$ cat src/rtl/bridge_pkg.sv
// Shared types and defaults for the AHB-to-APB bridge.
package bridge_pkg;

    localparam int unsigned ADDR_W_DEF = 32;
    localparam int unsigned DATA_W_DEF = 32;
    localparam int unsigned NSLV_DEF   = 3;

    typedef enum logic [2:0] {
        ST_IDLE,
        ST_READ,
        ST_RENABLE,
        ST_WWAIT,
        ST_WRITE,
        ST_WENABLE,
        ST_WRITEP,
        ST_WENABLEP
    } state_t;

    typedef enum logic [1:0] {
        HTRANS_IDLE   = 2'b00,
        HTRANS_BUSY   = 2'b01,
        HTRANS_NONSEQ = 2'b10,
        HTRANS_SEQ    = 2'b11
    } htrans_t;

    localparam logic [1:0] HRESP_OKAY = 2'b00;

endpackage

$ cat src/rtl/apb_pend_buf.sv
// One-entry buffer for a transfer accepted while a posted write is in flight.
module apb_pend_buf
    import bridge_pkg::*;
#(
    parameter int unsigned ADDR_W = ADDR_W_DEF,
    parameter int unsigned DATA_W = DATA_W_DEF,
    parameter int unsigned NSLV   = NSLV_DEF
) (
    input  logic              clk_i,
    input  logic              clr_i,
    input  logic              ld_hdr_i,
    input  logic              ld_data_i,
    input  logic [ADDR_W-1:0] addr_i,
    input  logic [NSLV-1:0]   sel_i,
    input  logic              wr_i,
    input  logic [DATA_W-1:0] data_i,
    output logic [ADDR_W-1:0] addr_o,
    output logic [NSLV-1:0]   sel_o,
    output logic              wr_o,
    output logic [DATA_W-1:0] data_o
);

    logic [ADDR_W-1:0] addr_q;
    logic [NSLV-1:0]   sel_q;
    logic              wr_q;
    logic [DATA_W-1:0] data_q;

    // Address-phase fields and data-phase word load on separate cycles.
    always_ff @(posedge clk_i) begin
        if (clr_i) begin
            addr_q <= '0;
            sel_q  <= '0;
            wr_q   <= 1'b0;
            data_q <= '0;
        end else begin
            if (ld_hdr_i) begin
                addr_q <= addr_i;
                sel_q  <= sel_i;
                wr_q   <= wr_i;
            end
            if (ld_data_i) begin
                data_q <= data_i;
            end
        end
    end

    assign addr_o = addr_q;
    assign sel_o  = sel_q;
    assign wr_o   = wr_q;
    assign data_o = data_q;

endmodule

$ cat src/rtl/apb_fsm_controller.sv
// Sequencing FSM of the AHB-to-APB bridge: posts writes, stalls reads.
module apb_fsm_controller
    import bridge_pkg::*;
#(
    parameter int unsigned ADDR_W = ADDR_W_DEF,
    parameter int unsigned DATA_W = DATA_W_DEF,
    parameter int unsigned NSLV   = NSLV_DEF
) (
    input  logic              HCLK,
    input  logic              HRESET,
    input  logic              valid,
    input  logic [1:0]        HTRANS,
    input  logic              HREADYin,
    input  logic              HWRITE,
    input  logic [ADDR_W-1:0] HADDR,
    input  logic [DATA_W-1:0] HWDATA,
    input  logic [NSLV-1:0]   TEMP_SEL,
    input  logic              PREADY,
    output logic [NSLV-1:0]   PSEL,
    output logic              PENABLE,
    output logic              PWRITE,
    output logic [ADDR_W-1:0] PADDR,
    output logic [DATA_W-1:0] PWDATA,
    output logic              HREADYout,
    output logic [1:0]        HRESP
);

    state_t            state_q, state_d;
    logic [NSLV-1:0]   psel_q, psel_d;
    logic              penable_q, penable_d;
    logic              pwrite_q, pwrite_d;
    logic [ADDR_W-1:0] paddr_q, paddr_d;
    logic [DATA_W-1:0] pwdata_q, pwdata_d;
    logic [ADDR_W-1:0] aaddr_q, aaddr_d;
    logic [NSLV-1:0]   asel_q, asel_d;

    logic              acc;
    logic              accept;
    logic              pend_ld_hdr, pend_ld_data;
    logic [ADDR_W-1:0] pend_addr;
    logic [NSLV-1:0]   pend_sel;
    logic              pend_wr;
    logic [DATA_W-1:0] pend_data;

    assign acc = valid & HREADYin & (|TEMP_SEL) &
                 ((htrans_t'(HTRANS) == HTRANS_NONSEQ) || (htrans_t'(HTRANS) == HTRANS_SEQ));

    apb_pend_buf #(
        .ADDR_W (ADDR_W),
        .DATA_W (DATA_W),
        .NSLV   (NSLV)
    ) u_pend (
        .clk_i     (HCLK),
        .clr_i     (HRESET),
        .ld_hdr_i  (pend_ld_hdr),
        .ld_data_i (pend_ld_data),
        .addr_i    (HADDR),
        .sel_i     (TEMP_SEL),
        .wr_i      (HWRITE),
        .data_i    (HWDATA),
        .addr_o    (pend_addr),
        .sel_o     (pend_sel),
        .wr_o      (pend_wr),
        .data_o    (pend_data)
    );

    // State and registered APB outputs.
    always_ff @(posedge HCLK) begin
        if (HRESET) begin
            state_q   <= ST_IDLE;
            psel_q    <= '0;
            penable_q <= 1'b0;
            pwrite_q  <= 1'b0;
            paddr_q   <= '0;
            pwdata_q  <= '0;
            aaddr_q   <= '0;
            asel_q    <= '0;
        end else begin
            state_q   <= state_d;
            psel_q    <= psel_d;
            penable_q <= penable_d;
            pwrite_q  <= pwrite_d;
            paddr_q   <= paddr_d;
            pwdata_q  <= pwdata_d;
            aaddr_q   <= aaddr_d;
            asel_q    <= asel_d;
        end
    end

    // Next-state, next-output and HREADYout decode.
    always_comb begin
        state_d      = state_q;
        psel_d       = psel_q;
        penable_d    = penable_q;
        pwrite_d     = pwrite_q;
        paddr_d      = paddr_q;
        pwdata_d     = pwdata_q;
        aaddr_d      = aaddr_q;
        asel_d       = asel_q;
        pend_ld_hdr  = 1'b0;
        pend_ld_data = 1'b0;
        accept       = 1'b0;
        HREADYout    = 1'b1;

        case (state_q)
            ST_IDLE: begin
                accept = 1'b1;
            end
            ST_READ: begin
                HREADYout = 1'b0;
                penable_d = 1'b1;
                state_d   = ST_RENABLE;
            end
            ST_RENABLE, ST_WENABLE: begin
                HREADYout = PREADY;
                if (PREADY) begin
                    psel_d    = '0;
                    penable_d = 1'b0;
                    accept    = 1'b1;
                end
            end
            ST_WWAIT: begin
                paddr_d  = aaddr_q;
                pwdata_d = HWDATA;
                psel_d   = asel_q;
                pwrite_d = 1'b1;
                if (acc) begin
                    pend_ld_hdr = 1'b1;
                    state_d     = ST_WRITEP;
                end else begin
                    state_d     = ST_WRITE;
                end
            end
            ST_WRITE: begin
                HREADYout = 1'b0;
                penable_d = 1'b1;
                state_d   = ST_WENABLE;
            end
            ST_WRITEP: begin
                HREADYout    = 1'b0;
                pend_ld_data = 1'b1;
                penable_d    = 1'b1;
                state_d      = ST_WENABLEP;
            end
            ST_WENABLEP: begin
                HREADYout = 1'b0;
                if (PREADY) begin
                    penable_d = 1'b0;
                    paddr_d   = pend_addr;
                    psel_d    = pend_sel;
                    if (pend_wr) begin
                        pwdata_d = pend_data;
                        pwrite_d = 1'b1;
                        state_d  = ST_WRITE;
                    end else begin
                        pwrite_d = 1'b0;
                        state_d  = ST_READ;
                    end
                end
            end
            default: begin
                state_d = ST_IDLE;
            end
        endcase

        // Shared acceptance decode; a read start overrides the PSEL clear above.
        if (accept) begin
            if (acc && !HWRITE) begin
                paddr_d  = HADDR;
                psel_d   = TEMP_SEL;
                pwrite_d = 1'b0;
                state_d  = ST_READ;
            end else if (acc) begin
                aaddr_d  = HADDR;
                asel_d   = TEMP_SEL;
                state_d  = ST_WWAIT;
            end else begin
                state_d  = ST_IDLE;
            end
        end
    end

    assign PSEL    = psel_q;
    assign PENABLE = penable_q;
    assign PWRITE  = pwrite_q;
    assign PADDR   = paddr_q;
    assign PWDATA  = pwdata_q;
    assign HRESP   = HRESP_OKAY;

endmodule

$ cat config.mk
export PLATFORM = sky130hd
export DESIGN_NAME = apb_fsm_controller
export DESIGN_NICKNAME = d
export VERILOG_FILES = /design/src/rtl/bridge_pkg.sv /design/src/rtl/apb_pend_buf.sv /design/src/rtl/apb_fsm_controller.sv
export SDC_FILE = /design/constraint.sdc
export NUM_CORES = 1
export LEC_CHECK = 0
export ABC_AREA = 0
export CAP_MARGIN = 20
export CORE_MARGIN = 8
export CORE_UTILIZATION = 29
export CTS_BUF_LIST = sky130_fd_sc_hd__clkbuf_16
export CTS_CLUSTER_SIZE = 16
export DETAILED_ROUTE_END_ITERATION = 8
export PLACE_DENSITY_LB_ADDON = 0.3
export REMOVE_ABC_BUFFERS = 1
export SLEW_MARGIN = 10
export SYNTH_ARGS = -nofsm -noshare
export SYNTH_HDL_FRONTEND = slang
export SYNTH_HIERARCHICAL = 1
export SYNTH_SLANG_ARGS = --single-unit
$ cat constraint.sdc
create_clock -name HCLK -period 2.3 [get_ports HCLK]
set_clock_uncertainty 0.15 [all_clocks]
set_input_delay 0.23 -clock HCLK [delete_from_list [all_inputs] [get_ports HCLK]]
set_output_delay 0.23 -clock HCLK [all_outputs]
set_load 0.02 [all_outputs]
==> impl_metrics.tcl, run 1 <==
set metrics [dict create \
    fin_crit_sh_pct 86.9 \
    die_h_um 185 \
    multi_input_area_um2 4240 \
    clockBufferDepth 2 \
    slew_headroom_pct 64.9 \
    vias 6893 \
    grt_pass1_wl_mm 38.8 \
    grt_pass1_vias 6765 \
    syn_inst 899 \
    synth-warning-count 6 \
    synth.cell_area_um2 8250 \
    required_ps 2440 \
    synthFlopType "dfxtp_1" \
    outcome "finished, final reports clean" \
    grt_max_degree 79 \
    fin_crit_ps 2000 \
    setup_ws_ps 302 \
    critPathLaunchType "register" \
    fp.dieW_um 185 \
    drtIter0Drc 480 \
    overflow 0 \
    antenna_left 0 \
    avgSynthCellArea_um2 9.18 \
    setup_viol 0 \
    synth_edf_count 0 \
    drive_gt1_share_pct 11.4 \
    area.sequential_um2 3500 \
    dpl.hpwl_mm 15.2 \
    arrival_ps 2140 \
    fill_cells 2825 \
    nNetsFinal 1088 \
    async_flop_share_pct 0 \
    ys_seq_area_share_pct 42.4 \
    area_delta_synth_final_pct 30.0 \
    rows 61 \
    fin_setup_tns_ps 0 \
    cts_root_buf "clkbuf_16" \
    cts_tree "yes" \
    critical_path_class "register to register" \
    vias_per_cell 4.91 \
    synth_seq_cells 175 \
    track_usage_pct 14.3 \
    htreeDepth 4 \
    maxSlewViolCount 0 \
    core_area_um2 27900 \
    dieArea_um2 34100 \
    ir_worst_vdd_v 0.000417 \
    crit_path_max_fanout 33 \
    dp_slack_ps 12.0 \
    wire_per_inst_um 17.5 \
    postCtsHoldBufs 0 \
    synth.distinct_cells 42 \
    drc_errors 0 \
    fmax_mhz 501 \
    start_util_pct 29.5 \
    antenna_found_initial 1 \
    ios 147 \
    port_buffers 143 \
    crit_path_end_kind "register" \
    rsz0062_at_grt "no" \
    hold_viol 0 \
    leakagePower_nw 3.36 \
    drt_pass1_iterations 5 \
    p_per_area_nw_per_um2 627 \
    holdCritPathClass "input port to register" \
    totalWireLength_mm 24.6 \
    tightest_slew_ps 526 \
    cts.clk_slew.worst_paths_ps 70 \
    cts_buffers 17 \
    worstSkewPairLatency_ps 420 \
    finalWeightedCongestion 0.716 \
    maxCapViolations 0 \
    cts_sinks 175 \
]
-- repair_timing --
| action | CTS | global route |
|---|---|---|
| endpoints found under the setup margin | 1 | 1 |
| resized for setup | 1 | 2 |
| setup buffers | 0 | 0 |
-- area by class of cell --
type	count	area share (%)
timing repair buffer	185	17.6
inverter	4	0.140
antenna	1	0.0233
clock buffer	17	3.97
tap	378	4.41
sequential	175	32.7
clock inverter	15	1.70
multi-input combinational	630	39.5
-- cells in the final DEF, fill, tap and decap left out, types with 12 or more instances in the layout --
cell / n
a311oi_1: 37
clkdlybuf4s50_1: 140
clkbuf_16: 17
o2bb2ai_1: 33
nand2_1: 102
buf_12: 12
nor3_1: 37
a311oi_2: 27
a22oi_1: 32
dfxtp_1: 174
nand2b_1: 74
mux2i_1: 103
nand3_1: 36
buf_4: 30
nor2_1: 103
-- Yosys cell counts, types with 27 or more instances --
master / number / area (µm²)
dfxtp_1: 175 / 3500
nor2_1: 105 / 394
mux2i_1: 103 / 1030
nand2_1: 103 / 387
nand2b_1: 74 / 463
clkbuf_1: 47 / 176
nor3_1: 38 / 190
a311oi_1: 37 / 324
nand3_1: 36 / 180
o2bb2ai_1: 33 / 289
a22oi_1: 32 / 240
a311oi_2: 27 / 405
-- logic make-up after synthesis --
group                  count (synthesis)  share of synthesized area [%]
AND/OR/NAND/NOR                      368                           20.7
multiplexers                         103                           12.5
flip-flops                           175                           42.4
other                                  1                         0.0454
buffers and inverters                 95                           6.72
AO/OA/AOI/OAI                        157                           17.6
-- worst paths after layout --
check / startpoint / endpoint / slack [ps] / cells after the start
min reg2reg: aaddr_q[1] / aaddr_q[1] / 320 / 2
max reg2reg: state_q[0] / u_pend/addr_o[28] / 300 / 5
max: state_q[0] / u_pend/addr_o[28] / 300 / 5
min: HRESET / u_pend/addr_o[24] / 80 / 2
-- worst max-delay path, cell delays in order (launching register included) --
cell and delay [ps]:
dfxtp_1 500, nand2_2 290, nor3_2 300, buf_12 320
mux2i_1 240, nor2_1 50
-- layer usage --
layer  global-route usage, %  vias up  share of wire [%]
met3                    2.84       21                3.6
met2                    24.3      109                 49
met5                       0        -                  0
met1                    17.8     3337                 45
li1                        -     3426                  -
met4                    5.12        0                1.6
-- power by group --
group,leakage (nW),internal [W],switching (W)
combinational,1.64,0.000291,0.000300
sequential,1.41,0.00307,0.0000322
clock,0.303,0.00173,0.00130
total,3.36,0.00509,0.00163
-- state kept, by name, indices dropped and copies added (netlist names) --
register and count:
PADDR 32, PENABLE 1, PSEL 3, PWDATA 32, PWRITE 1, aaddr_q 32
asel_q 3, state_q 3, u_pend/addr_o 32, u_pend/data_o 32, u_pend/sel_o 3, u_pend/wr_o 1
-- metrics by stage --
stage          cell area [µm²]  utilization [%]  hold slack (ps)  power [W]  cells
2_1_floorplan             7720                -              145    0.00338    809
3_3_place_gp             10100             36.2              308    0.00376   1372
3_5_place_dp             10100             36.2              314    0.00377   1372
4_1_cts                  10700             38.4             59.6    0.00682   1404
5_1_grt                  10700             38.4             83.7    0.00701   1405
6_report                 10700             38.4             82.7    0.00672   1405
(Power assumes the default switching activity.)
==> run 2: changes to the inputs <==
--- a/config.mk
+++ b/config.mk
@@ -12,10 +12,10 @@
 export CTS_BUF_LIST = sky130_fd_sc_hd__clkbuf_16
 export CTS_CLUSTER_SIZE = 16
 export DETAILED_ROUTE_END_ITERATION = 8
+export GPL_ROUTABILITY_DRIVEN = 0
 export PLACE_DENSITY_LB_ADDON = 0.3
 export REMOVE_ABC_BUFFERS = 1
 export SLEW_MARGIN = 10
 export SYNTH_ARGS = -nofsm -noshare
 export SYNTH_HDL_FRONTEND = slang
-export SYNTH_HIERARCHICAL = 1
 export SYNTH_SLANG_ARGS = --single-unit
==> impl_metrics.tcl, run 2 <==
set metrics [dict create \
    nNetsFinal 1103 \
    synth.distinct_cells 42 \
    drc_errors 0 \
    crit_start "state_q[2]" \
    combPwrFrac_pct 9.4 \
    slowest_stage "dfxtp_4" \
    htreeDepth 4 \
    syn_inst 918 \
    rsz0062_at_grt "no" \
    overflow 0 \
    start_util_pct 29.2 \
    tightest_slew_ps 686 \
    pwr-share-seq_pct 46.0 \
    ios 147 \
    async_flop_share_pct 0 \
    worstSkewPairLatency_ps 430 \
    worstHoldPathCells 2 \
    grt_max_degree 69 \
    reg2reg_from "state_q[1]" \
    outcome "finished, final reports clean" \
    fp.dieW_um 177 \
    slowest_delay_ps 390 \
    hold_viol 0 \
    core_area_um2 25800 \
    holdCritPathClass "input port to register" \
    drive_gt1_share_pct 9.80 \
    totalWireLength_mm 24.8 \
    place_inst 1344 \
    cts_tree "yes" \
    setup_viol 0 \
    die_h_um 177 \
    synth.cell_area_um2 7550 \
    synth.most_common_cell "nand2_1" \
    area_delta_synth_final_pct 33.4 \
    crit_chain "nand2_2, mux2i_1, nand2_1, o31ai_4, buf_4, dlygate4sd2_1" \
    postCtsHoldBufs 0 \
    crit_path_max_fanout 6 \
    slew_headroom_pct 54.3 \
    yosysTopAreaCellShare_pct 46.4 \
    cts_sinks 175 \
    arrival_ps 1680 \
    synth_seq_cells 175 \
    drt_pass1_iterations 4 \
    vias_per_cell 5.21 \
    critical_path_class "register to output port" \
    synthFlopType "dfxtp_1" \
    p_per_area_nw_per_um2 668 \
    cp.depth 6 \
    internal_power_w 0.00500 \
    antenna_left 0 \
    synth-warning-count 0 \
    dp_slack_ps 118 \
    ys_seq_area_share_pct 46.4 \
    wire_per_inst_um 18.0 \
    synthTopCellsByCount "nand2_1 (176), dfxtp_1 (175), a21oi_1 (147)" \
    antenna_found_initial 1 \
    swShare_pct 25.7 \
    vias 7165 \
    fin_cells 1376 \
    rows 59 \
    rr_worst_depth 6 \
    port_buffers 143 \
    cts_buffers 17 \
    hp-start "HRESET" \
    dieArea_um2 31400 \
    maxSlewViolCount 0 \
    avgSynthCellArea_um2 8.22 \
    ys_top_cells_by_area "dfxtp_1 (46%), a21oi_1 (9.7%), nand2_1 (8.8%), o22ai_1 (5.3%), a22o_1 (3.7%)" \
    track_usage_pct 15.4 \
    dpl.hpwl_mm 15.9 \
    critical_path_buf_inv_count 2 \
    drtIter0Drc 506 \
    p_switching_w 0.00173 \
    ir_worst_vdd_v 0.000324 \
    fmax_mhz 485 \
    path_delay_family "buffers and inverters" \
    cts_root_buf "clkbuf_16" \
    required_ps 1920 \
    leakagePower_nw 3.33 \
    cts.clk_slew.worst_paths_ps 80 \
    crit_path_end_kind "output port" \
    fin_crit_sh_pct 89.6 \
    synth_area_leader_cell "dfxtp_1" \
    grt_pass1_wl_mm 39.3 \
    clockBufferDepth 2 \
    n_antenna_cell 0 \
    final_common_cell "nand2_1" \
    synth_edf_count 0 \
    setup_ws_ps 238 \
    fin_crit_ps 2060 \
    stdcell_area_um2 10100 \
    p_clk_share_pct 44.6 \
    maxCapViolations 0 \
    critPathLaunchType "register" \
    layout_common_cells "nand2_1 (176), dfxtp_1 (174), a21oi_1 (146)" \
    post_dp_cell_area_um2 9460 \
    fin_hold_ws_ps 85.4 \
    grt_pass1_vias 7132 \
]
[run 2: changes by cell type after synthesis, sizes merged, moves of 33 or more]
cell     before  now
nor2        105   35
o2bb2ai      33    0
nand4         0   35
o22ai         0   64
nand2       103  177
nor3         38    3
nand2b       74    6
o31ai         1   36
mux2i       103    2
a21oi        11  147
[run 2: final timing paths]
kind	to	slack (ps)
max	HREADYout	240
min	u_pend.addr_o[29]	90
max reg2reg	PADDR[22]	390
min reg2reg	u_pend.data_o[13]	310
[run 2: cells by family (layout without fill, tap and decap cells)]
logic type	count (synthesis)	in the layout	synth area share, %
AOI/OAI and AO/OA	326	326	28.0
buffers and inverters	105	227	6.68
DFF	175	175	46.4
muxes	3	3	0.414
other	1	2	0.0497
and+or+nand+nor	308	308	18.4
[run 2: what timing repair did]
action / CTS / global route
endpoints found under the setup margin: 1 / 0
gates resized for setup: 3 / 0
endpoints found under the hold margin: 0 / 0
buffers inserted: 0 / 0
[run 2: metrics by stage]
stage | setup TNS, ps | power [W] | utilization [%]
finish | 0 | 0.00673 | 39.0
global placement | 0 | 0.00380 | 36.6
global route | 0 | 0.00696 | 39.0
floorplan | -206760 | 0.00338 | -
CTS | 0 | 0.00680 | 39.0
detailed placement | 0 | 0.00380 | 36.6
[run 2: worst register-to-register path, delay by kind of cell (launching register included)]
kind / cells / cell delay (ps)
flip-flops: 1 / 330
buffers and inverters: 2 / 460
AO/OA/AOI/OAI: 2 / 400
AND/OR/NAND/NOR: 2 / 530
[run 2: layout make-up]
cell class / instances / area [µm²]
clock buffer: 17 / 425
clock inverter: 15 / 175
fill: 2685 / 15800
inverter: 3 / 11.3
multi-input combinational: 639 / 3600
sequential: 175 / 3510
tap: 335 / 419
timing repair buffer: 192 / 1940
[run 2: routing by layer]
| metal | vias to the layer above | wire (µm) | GRT usage [%] |
|---|---|---|---|
| li1 | 3567 | - | - |
| met1 | 3330 | 11500 | 20.3 |
| met2 | 248 | 11300 | 25.2 |
| met3 | 18 | 1840 | 3.83 |
| met4 | 2 | 176 | 3.58 |
| met5 | - | 13 | 0 |
[run 2: power by group through the flow]
stage	logic [W]	clock network, W	registers, W
2_1_floorplan	0.000188	0	0.00320
3_3_place_gp	0.000631	0	0.00316
3_5_place_dp	0.000633	0	0.00317
4_1_cts	0.000637	0.00307	0.00309
5_1_grt	0.000682	0.00318	0.00310
6_report	0.000634	0.00300	0.00310
